`src/rtl/regs_loader.sv`:
```
// Register-file loader: accepts (id, value) beats, writes them through a
// dedicated regfile port and stalls the core until all 32 ids are supplied.
module regs_loader (
  input  logic        clock,
  input  logic        reset_n,
  input  logic        start,
  input  logic        abort,
  input  logic        in_valid,
  output logic        in_ready,
  input  logic [4:0]  in_id,
  input  logic [63:0] in_data,
  output logic        rf_wen,
  output logic [4:0]  rf_waddr,
  output logic [63:0] rf_wdata,
  output logic        hold_core,
  output logic        done,
  output logic        dup_err,
  output logic [31:0] loaded
);

  typedef enum logic [1:0] {
    IDLE   = 2'd0,
    LOAD   = 2'd1,
    FINISH = 2'd2
  } state_t;

  state_t      state_r;
  state_t      state_nxt_s;
  logic        in_ready_s;
  logic        hs_s;
  logic        begin_s;
  logic [31:0] id_bit_s;
  logic        rf_wen_r;
  logic [4:0]  rf_waddr_r;
  logic [63:0] rf_wdata_r;
  logic        dup_err_r;
  logic [31:0] loaded_r;

  // State register
  always_ff @(posedge clock or negedge reset_n) begin
    if (!reset_n) begin
      state_r <= IDLE;
    end else begin
      state_r <= state_nxt_s;
    end
  end

  // Next-state, beat acceptance and session-start decode
  always_comb begin
    state_nxt_s = state_r;
    in_ready_s  = 1'b0;
    begin_s     = 1'b0;
    id_bit_s    = 32'd1 << in_id;
    case (state_r)
      IDLE: begin
        if (start && !abort) begin
          begin_s     = 1'b1;
          state_nxt_s = LOAD;
        end else begin
          state_nxt_s = IDLE;
        end
      end
      LOAD: begin
        if (abort) begin
          state_nxt_s = IDLE;
        end else begin
          in_ready_s = 1'b1;
          // A beat that fills the last missing id ends the session
          if (in_valid && ((loaded_r | id_bit_s) == 32'hFFFF_FFFF)) begin
            state_nxt_s = FINISH;
          end else begin
            state_nxt_s = LOAD;
          end
        end
      end
      FINISH: begin
        state_nxt_s = IDLE;
      end
      default: begin
        state_nxt_s = IDLE;
      end
    endcase
    hs_s = in_valid && in_ready_s;
  end

  // Registered regfile write port and session bookkeeping
  always_ff @(posedge clock or negedge reset_n) begin
    if (!reset_n) begin
      rf_wen_r   <= 1'b0;
      rf_waddr_r <= 5'd0;
      rf_wdata_r <= 64'd0;
      loaded_r   <= 32'd0;
      dup_err_r  <= 1'b0;
    end else begin
      // x0 is hardwired, so its beat only marks the id as loaded
      rf_wen_r <= hs_s && (in_id != 5'd0);
      if (hs_s) begin
        rf_waddr_r <= in_id;
        rf_wdata_r <= in_data;
      end
      if (begin_s) begin
        loaded_r  <= 32'd0;
        dup_err_r <= 1'b0;
      end else if (hs_s) begin
        loaded_r <= loaded_r | id_bit_s;
        if ((loaded_r & id_bit_s) != 32'd0) begin
          dup_err_r <= 1'b1;
        end
      end
    end
  end

  assign in_ready  = in_ready_s;
  assign rf_wen    = rf_wen_r;
  assign rf_waddr  = rf_waddr_r;
  assign rf_wdata  = rf_wdata_r;
  assign hold_core = (state_r != IDLE);
  assign done      = (state_r == FINISH);
  assign dup_err   = dup_err_r;
  assign loaded    = loaded_r;

endmodule

```
`config.mk`:
```
export PLATFORM = sky130hd
export DESIGN_NAME = regs_loader
export DESIGN_NICKNAME = d
export VERILOG_FILES = /design/src/rtl/regs_loader.sv
export SDC_FILE = /design/constraint.sdc
export NUM_CORES = 1
export LEC_CHECK = 0
export CAP_MARGIN = 25
export CORE_MARGIN = 10
export CORE_UTILIZATION = 35
export DETAILED_ROUTE_END_ITERATION = 10
export HOLD_SLACK_MARGIN = 0.06
export PLACE_DENSITY = 0.69
export SKIP_LAST_GASP = 1
export SLEW_MARGIN = 0
export SYNTH_ARGS = -nofsm -noshare
export SYNTH_HDL_FRONTEND = slang
export SYNTH_SLANG_ARGS = --single-unit
```
`constraint.sdc`:
```
create_clock -name clock -period 4.7 [get_ports clock]
set_input_delay 0.47 -clock clock [delete_from_list [all_inputs] [get_ports clock]]
set_output_delay 0.47 -clock clock [all_outputs]
set_load 0.005 [all_outputs]
```
-- Yosys cells after proc, flatten, opt, wreduce, memory -nomap -nowiden
Index checks and enable logic that the tools add are counted.
- reductions and logical operators: 12
- eq/ne operators: 3
- shift operators: 1
- multiplexer cells: 13
- bitwise gates (word level): 2
- operators by type and width (kind ; count):
    two-way mux 32 bit ; 2
    bitwise AND 32 bit ; 1
    == test 32 bit, second input constant ; 1
    OR 32 bit ; 1
    nonzero test 32 bit ; 1
    << shifter 1 x 5 -> 32 bit, first input constant ; 1
    two-way mux 1 bit ; 8
    nonzero test 2 bit ; 3
    nonzero test 5 bit ; 1
    logical AND 1 bit ; 4
    two-way mux 2 bit ; 2
    one-hot mux 2 bit (2 select lines) ; 1
    == test 2 x 1 -> 1 bit, second input constant ; 1
    == test 2 bit, second input constant ; 1
    logical NOT 2 bit ; 1
    AND reduction 2 bit ; 1
    logical NOT 1 bit ; 1
- output and inout bits: 106
- input bits: 74
- flip-flop bits (word level): 105

-- Longest topological paths before layout
Gate-level depths: netlist of run 1.
- word-level depth: 7
- gate-level depth with buffers: 8
- depth with buffers taken out: 6

-- Worst setup path before layout of run 1
OpenSTA, ideal clock, no wires.
- kind: input -> register
- start point: input port in_id[0]
- end point: register state_r[1]
- setup time: 67 ps
- path buffers: 2
- required time: 4633 ps
- cell stages on the path: 8
- slack: 2849 ps
- data arrival time: 1784 ps
- path through: buf_2 > clkbuf_1 > nor3b_1 > o21ai_0 > a221oi_1 > nand4_1 > nor4_2 > and2_1
- word-level cells in the longest chain between the ends: 7
- RTL lines (item ; RTL line ; text):
    from (decl) ; 10 ; input logic [4:0] in_id,
    << shifter 1 x 5 -> 32 bit ; 53 ; id_bit_s = 32'd1 << in_id;
    OR 32 bit ; 69 ; if (in_valid && ((loaded_r | id_bit_s) == 32'hFFFF_FFFF)) begin
    == test 32 bit ; 69 ;
    logical AND 1 bit ; 69 ;
    two-way mux 2 bit ; 69 ;
    two-way mux 2 bit ; 64 ; if (abort) begin
    one-hot mux 2 bit (2 select lines) ; 54 ; case (state_r)
    via state_nxt_s[1] ; 28 ; state_t state_nxt_s;
    to (signal assigned) ; 44 ; state_r <= state_nxt_s;
    to (decl) ; 27 ; state_t state_r;
The timed path passes the listed nets, and every way through them passes these cells.
A chain may end at the register's enable or synchronous reset.

-- Worst setup path after layout of run 1
- start point: input port in_id[1]
- end point: register state_r[1]
Same word-level chain as after synthesis.

==> metrics.cfg, run 1 <==
[outcome]
status=completed

[synth]
ys_async_sr_fraction_pct=100.0
syn_area_per_cell_um2=8.804
synth.largest_area_cell=dfrtp_1
seq_area_frac_synth_pct=54.56
yosysTopAreaCellShare_pct=54.56
yosys_warnings=0
ys_ff_latch=105
synth.distinct_cells=49
syn_area_um2=4816
synth_flop_cell=dfrtp_1
synth.area.top_cells=dfrtp_1 55%, nand2_1 17%, a21oi_1 3.7%
synth-edff-count=0
synth_cells=547
syn-num-nets=621

[die]
die_h_um=137.3
ios=180
start_util_pct=36.08
die-area_um2=18850
die_w_um=137.3
rows=42
core_area_um2=13350

[timing]
fin_skew_ps=9.986
timing.final.crit_share_pct=59.96
maxSlewHeadroom_pct=30.83
fin_crit_ps=2818
worst_pin_slew_ps=1034
setup_ws_ps=1882
rsz0062_at_grt=false
max_freq_mhz=354.9
finalSetupViolCount=0
finalSetupTns_ps=0
hold_viol_final=0
slew_violations=0

[clocking]
clk_path_buf_depth=2
cts_hold_buf=0
cts_tree=yes
clock_latency_ps=350
clock-sinks=105
htreeDepth=3
numCtsBuffers=9
cts_root_buf=clkbuf_16
cts.clk_slew.worst_paths_ps=70
cts_resized=0
cts_setup_buffers=0

[worst_setup_path]
cp.arrival_ps=3100
reg2regPathDepth=5
cp-startpoint=in_id[1]
r2r-start=state_r[1]
crit_type=in -> reg
crit_path_start_kind=input pin
cp.required_ps=4980
worstPathMaxFanout=24
end_kind=register

[drt]
routedWlPerCell_um=18.73
vias_per_cell=5.056
routed_wl_um=16590
drc=0
firstDrtPassIters=4
drtIter0Drc=358
vias=4480
drtAntennaViolNets=0

[grt]
grt-busiest-layer=met2
antenna_found_initial=0
grt_max_degree=72
first_global_vias=4499
globalRouteOverflowTotal=0
grt_use_met3_pct=4.370
grt_pass1_wl_um=25680
grt_use_met1_pct=22.38
grtUsageMet2_pct=27.27
grt_usage_pct=17.26

[power_and_ir_drop]
powerDensity_nw_per_um2=364.5
max-vdd-ir-drop_mv=0.2001
p_leak_nw=3.198

[layout]
fillers=1239
final_common_cell=nand2_1
final_nets=779
diodes=0
final_cell_mix=220 x nand2_1, 178 x clkdlybuf4s50_1, 105 x dfrtp_1
syn2layout_area_growth_pct=44.71
drive_gt1_share_pct=5.775
design_area_um2=6969

[min_path]
hp-class=in -> async

[placement]
post_dp_cell_area_um2=6689
place_congestion=0.9220
dp_slack_ps=1565
numPortBuffers=179
dp_hpwl_um=12210

[run]
drv_cap=0

area by class of cell:
cell class	instances	area, µm²	share of cell area (%)
Clock buffer	9	225.2	3.232
Clock inverter	7	55.05	0.7899
Inverter	2	7.507	0.1077
Multi-Input combinational cell	403	2007	28.80
Sequential cell	105	2628	37.70
Tap cell	176	220.2	3.160
Timing Repair Buffer	184	1827	26.21
path summary, 6_finish.rpt:
path | to | slack (ps)
setup / recovery | state_r[1] | 1880
hold / removal | loaded[24] | 220
setup reg to reg | rf_wdata[16] | 2400
hold reg to reg | rf_wdata[15] | 480
max in group asynchronous | loaded[19] | 3450
min in group clock | rf_wdata[15] | 480
per-layer routing:
layer / part of all wire, % / vias up / wire length [µm]
li1: - / 2129 / -
met1: 42 / 2154 / 6945
met2: 48 / 182 / 7970
met3: 8.8 / 15 / 1463
met4: 1.3 / 0 / 215
met5: 0 / - / 0
critical path, stage by stage:
cell	delay, ps
clkdlybuf4s50_1	1120
nor3b_2	540
a21o_1	170
a32o_1	120
o2111ai_1	150
nor4_2	340
and2_1	180
Yosys cell counts, drive strengths merged, types with 2 or more instances:
master,count
mux2,4
nor4bb,2
and4b,3
inv,2
and3b,2
and3,6
a21o,2
a32o,4
and2,5
nand3,10
buf,14
a31oi,6
a211oi,3
nor3,3
a32oi,2
a311oi,2
a22o,4
nor3b,9
a22oi,3
nor2,38
dfrtp,105
a21oi,36
nand4,5
o21ai,13
nor2b,4
nand2,221
clkbuf,23
logic make-up after synthesis:
logic type	after synthesis	share of synthesized area, %
flops	105	54.56
mux	6	1.611
buf+inv	39	3.949
simple gates	315	29.28
compound gates	82	10.60
state kept, by name (all words and copies together), names as in the netlist:
signal	cells
state_r	2
rf_wdata	64
dup_err	1
rf_waddr	5
rf_wen	1
loaded	32
per-stage QoR:
| stage | cells | utilization [%] | power, mW | hold WS (ps) |
|---|---|---|---|---|
| 6_report | 886 | 52.21 | 2.541 | 221.6 |
| 5_1_grt | 886 | 52.21 | 2.683 | 295.0 |
| 4_1_cts | 886 | 52.21 | 2.579 | 265.3 |
| 3_5_place_dp | 870 | 50.11 | 1.859 | 461.3 |
| 3_3_place_gp | 870 | 50.11 | 1.835 | 457.1 |
| 2_1_floorplan | 547 | - | 1.362 | 174.4 |
power by group:
group          internal, mW  total (mW)  switching [mW]
combinational         0.399       0.673           0.274
clock                 0.365       0.711           0.346
sequential             1.07        1.16          0.0920
Note: power is estimated with default switching activity, not from simulation.
==> inputs of run 2 (changes only) <==
--- a/config.mk
+++ b/config.mk
@@ -10,7 +10,7 @@
 export CORE_UTILIZATION = 35
 export DETAILED_ROUTE_END_ITERATION = 10
 export HOLD_SLACK_MARGIN = 0.06
-export PLACE_DENSITY = 0.69
+export PLACE_DENSITY = 0.71
 export SKIP_LAST_GASP = 1
 export SLEW_MARGIN = 0
 export SYNTH_ARGS = -nofsm -noshare
==> constraint.sdc (replaced) <==
create_clock -name clock -period 2.55 [get_ports clock]
set_input_delay 0.255 -clock clock [delete_from_list [all_inputs] [get_ports clock]]
set_output_delay 0.255 -clock clock [all_outputs]
set_load 0.005 [all_outputs]
==> run 2 against run 1 <==
Worst setup slack got worse by 1500 ps. Non-clock buffer count increased by 29. Hold slack improved by 200 ps. Critical path depth increased by 1. Die area unchanged. Sequential share of layout area decreased by 1.6 points. Design area increased by 4.4%. Final cell count increased by 3.3%. Clock skew increased by 1.6 ps. Critical path type unchanged. Largest power group unchanged.
==> metrics.cfg, run 2 (synthesis results as in run 1) <==
[power_and_ir_drop]
seqPwrFrac_pct=44.8
p_comb_share_pct=26.9
p_int_mw=3.458
powerDensity_nw_per_um2=654.9
power_frac_clock_pct=28.3
max-vdd-ir-drop_mv=0.3384
power_mw=4.765
p_sw_mw=1.307
netSwitchingFraction_pct=27.42
p_leak_nw=3.375

[placement]
post_dp_cell_area_um2=6974
numPortBuffers=179
dp_hpwl_um=13040
place_congestion=0.8788

[drt]
drc=0
vias=4584
routed_wl_um=17380
firstDrtPassIters=5
routedWlPerCell_um=18.99
drtAntennaViolNets=0
drtIter0Drc=321
vias_per_cell=5.010

[layout]
drive_gt1_share_pct=9.202
final_common_cell=nand2_1
design_area_um2=7276
syn2layout_area_growth_pct=51.08
final_cell_mix=220 x nand2_1, 178 x clkdlybuf4s50_1, 105 x dfrtp_1
final_nets=808
largest_reg_flops=64
diodes=0
final_core_util_pct=54.51

[clocking]
cts_resized=0
cts_root_buf=clkbuf_16
htreeDepth=3
cts_hold_buf=1
cts_tree=yes
numCtsBuffers=9
cts_setup_buffers=0
clock-sinks=105
clock_latency_ps=350
cts.clk_slew.worst_paths_ps=70
clk_path_buf_depth=2

[worst_setup_path]
slowest_stage=clkdlybuf4s50_1
cp.arrival_ps=2410
worst_path_most_repeated_cell=and2_1
cp_num_buf_inv=2
end_kind=register
cp.required_ps=2830
crit_type=in -> reg
crit_chain=clkdlybuf4s50_1, buf_4, and2b_1, and2_1, a32o_1, o2111ai_1, nor4_2, and2_1
worstPathMaxFanout=6
max_stage_delay_ps=670
critical_path.top_delay_family=simple AND/OR/NAND/NOR gates
crit_path_start_kind=input pin

[die]
core_area_um2=13350
die_w_um=137.3
rows=42
die-area_um2=18850
ios=180
die_h_um=137.3
start_util_pct=36.08

[grt]
grt_max_degree=65
first_global_vias=4758
grt_pass1_wl_um=26920
globalRouteOverflowTotal=0
grt_usage_pct=18.15
antenna_found_initial=0

[timing]
max_freq_mhz=469.9
fin_skew_ps=11.54
finalSetupViolCount=0
timing.final.crit_share_pct=83.46
finalSetupTns_ps=0
worst_pin_slew_ps=853.5
rsz0062_at_grt=false
slew_violations=0
hold_viol_final=0
maxSlewHeadroom_pct=43.10
fin_crit_ps=2128

[run]
drv_cap=0

[outcome]
status=completed

[min_path]
hp-class=in -> reg

[run 2: changes by cell type in the layout (fill, tap and decap cells not counted), sizes merged]
cell         previous run  this run
clkinv                  4         3
inv                     4         3
clkbuf                  9        12
buf                     6        34
dlygate4sd3             0         1
clkinvlp                1         0
[run 2: path summary, 6_finish.rpt]
check	from	to	slack [ps]	depth (start not counted)
max	in_id[4]	state_r[1]	420	8
min	in_data[31]	rf_wdata[31]	430	3
max reg2reg	loaded[14]	state_r[1]	760	6
min reg2reg	rf_waddr[1]	rf_waddr[1]	470	2
max in group asynchronous	reset_n	rf_wdata[1]	1280	3
min in group asynchronous	reset_n	loaded[27]	540	2
[run 2: through the flow]
step / hold WS, ps / cells / worst slack, ps
3_5_place_dp: 416.7 / 898 / 115.4
6_report: 425.3 / 915 / 421.8
4_1_cts: 411.7 / 915 / 468.3
3_3_place_gp: 410.8 / 898 / 78.10
2_1_floorplan: -40.59 / 547 / 884.5
5_1_grt: 431.7 / 915 / 268.4
[run 2: power groups by stage]
stage	combinational [mW]	sequential [mW]	clock (mW)
3_5_place_dp	1.31	2.17	0
2_1_floorplan	0.333	2.18	0
6_report	1.28	2.14	1.35
5_1_grt	1.41	2.18	1.45
3_3_place_gp	1.29	2.15	0
4_1_cts	1.31	2.14	1.38
[run 2: worst register-to-register path: stages, from the launching register on]
cell      delay, ps
dfrtp_1         460
nor3b_1         220
o21ai_0         120
a221oi_1        310
nand4_1         200
nor4_2          240
and2_1          180
[run 2: final cells by class]
cell class,count,area (µm²)
Fill cell,1230,6072
Clock inverter,4,35.03
Sequential cell,105,2628
Multi-Input combinational cell,403,2007
Inverter,2,7.507
Tap cell,176,220.2
Timing Repair Buffer,213,2122
Clock buffer,12,256.5
[run 2: layer usage]
metal | GRT usage [%] | wire length (µm) | vias up
met3 | 5.390 | 1503 | 28
met5 | 0 | 0 | -
li1 | - | - | 2193
met4 | 7.377 | 376 | 0
met1 | 22.04 | 7081 | 2177
met2 | 29.52 | 8414 | 186
==> inputs of run 3 (changes only) <==
--- a/config.mk
+++ b/config.mk
@@ -10,7 +10,7 @@
 export CORE_UTILIZATION = 35
 export DETAILED_ROUTE_END_ITERATION = 10
 export HOLD_SLACK_MARGIN = 0.06
-export PLACE_DENSITY = 0.71
+export PLACE_DENSITY = 0.69
 export SKIP_LAST_GASP = 1
 export SLEW_MARGIN = 0
 export SYNTH_ARGS = -nofsm -noshare
==> constraint.sdc (replaced) <==
create_clock -name clock -period 2.1 [get_ports clock]
set_input_delay 0.21 -clock clock [delete_from_list [all_inputs] [get_ports clock]]
set_output_delay 0.21 -clock clock [all_outputs]
set_load 0.005 [all_outputs]
==> run 3 against run 2 <==
Routed wire length up 0.45%. Sequential power rose by 21%. Combinational power is 24% higher. Largest power group unchanged.
==> metrics.cfg, run 3 (synthesis results as in run 1) <==
[power_and_ir_drop]
power_mw=5.868
p_leak_nw=3.478
max-vdd-ir-drop_mv=0.4389
powerDensity_nw_per_um2=787.5

[clocking]
cts.clk_slew.worst_paths_ps=70
cts_resized=0
clock-sinks=105
numCtsBuffers=9
clk_path_buf_depth=2
cts_root_buf=clkbuf_16
htreeDepth=3
cts_setup_buffers=0
cts_tree=yes
clock_latency_ps=350

[drt]
drtIter0Drc=419
drc=0
vias=4652
drtAntennaViolNets=0
routed_wl_um=17450
routedWlPerCell_um=18.73
vias_per_cell=4.991
firstDrtPassIters=4

[worst_setup_path]
crit_type=in -> reg
cp_num_buf_inv=2
cp-startpoint=in_id[4]
critical_path.top_delay_family=compound AO/OA/AOI/OAI gates
crit_path_start_kind=input pin
cp.arrival_ps=2160
r2r-start=loaded[14]
crit_chain=clkdlybuf4s50_1, buf_12, mux2_2, a32o_1, a22oi_1, nand4_1, a31oi_1, a311oi_1
path_depth=8
worstPathMaxFanout=27
end_kind=register
regToRegSetupSlack_ps=310
r2r-end=dup_err
cp-endpoint=dup_err
reg2regPathDepth=7
max_stage_delay_ps=500
cp.required_ps=2320
slowest_stage=clkdlybuf4s50_1

[layout]
diodes=0
syn2layout_area_growth_pct=54.72
design_area_um2=7451
drive_gt1_share_pct=11.24
largest_reg_flops=64
fin_cells=932
final_common_cell=nand2_1
final_nets=826
final_cell_mix=220 x nand2_1, 178 x clkdlybuf4s50_1, 105 x dfrtp_1

[die]
die_w_um=137.3
die-area_um2=18850
core_area_um2=13350
ios=180
start_util_pct=36.08
die_h_um=137.3
rows=42

[outcome]
status=completed

[placement]
numPortBuffers=179
dp_hpwl_um=13220
place_congestion=0.9144
post_dp_cell_area_um2=7147
dp.cells=916

[grt]
first_global_vias=4716
grt_pass1_wl_um=26790
grt_usage_pct=18.19
globalRouteOverflowTotal=0
antenna_found_initial=0
grt_max_degree=68

[timing]
fin_crit_ps=1939
max_freq_mhz=515.7
finalSetupViolCount=0
slew_violations=0
maxSlewHeadroom_pct=61.67
fin_skew_ps=8.330
worst_pin_slew_ps=575.0
timing.final.crit_share_pct=92.34
rsz0062_at_grt=false
hold_viol_final=0

[min_path]
hp-class=in -> reg

[run]
drv_cap=0

## run 3: where the power goes
part,internal (mW),switching [mW],total [mW]
combinational,0.960,0.632,1.59
clock,0.929,0.754,1.68
sequential,2.38,0.208,2.59
total,4.27,1.59,5.87
## run 3: layer usage
metal	vias up	routed length [µm]	GRT usage, %
met5	-	0	0
met3	22	1618	5.098
met2	169	8190	29.12
met1	2233	7280	22.98
met4	0	364	6.616
li1	2228	-	-
## run 3: worst min-delay path: stages
cell	delay [ps]
clkdlybuf4s50_1	400
nand2_1	50
nand2_1	40
## run 3: worst min-delay path by stage
stage,start,to,cells past startpoint
2_1_floorplan,reset_n,dup_err,0
3_5_place_dp,reset_n,loaded[8],1
4_1_cts,in_data[34],rf_wdata[34],3
3_3_place_gp,reset_n,dup_err,1
6_report,in_data[32],rf_wdata[32],3
5_1_grt,in_data[21],rf_wdata[21],3
## run 3: timing repair
| item | in CTS | in global routing |
|---|---|---|
| endpoints found under the hold margin | 36 | 0 |
| hold buffers | 1 | 0 |
| setup endpoints to repair | 0 | 0 |
## run 3: cell type report
cell class	instances	area (µm²)
Fill cell	1214	5897
Clock buffer	10	229.0
Clock inverter	5	65.06
Timing Repair Buffer	231	2295
Tap cell	176	220.2
Multi-Input combinational cell	403	2007
Inverter	2	7.507
Sequential cell	105	2628
## run 3: metrics by stage
stage	setup TNS (ps)	utilization, %	hold WS (ps)	setup slack [ps]
finish	0	55.82	383.2	160.8
detailed placement	-448.6	53.54	247.5	-225.5
CTS	0	55.82	371.9	168.9
global placement	-523.0	53.54	241.4	-261.1
floorplan	0	-	-85.59	434.5
global route	0	55.82	384.8	65.19
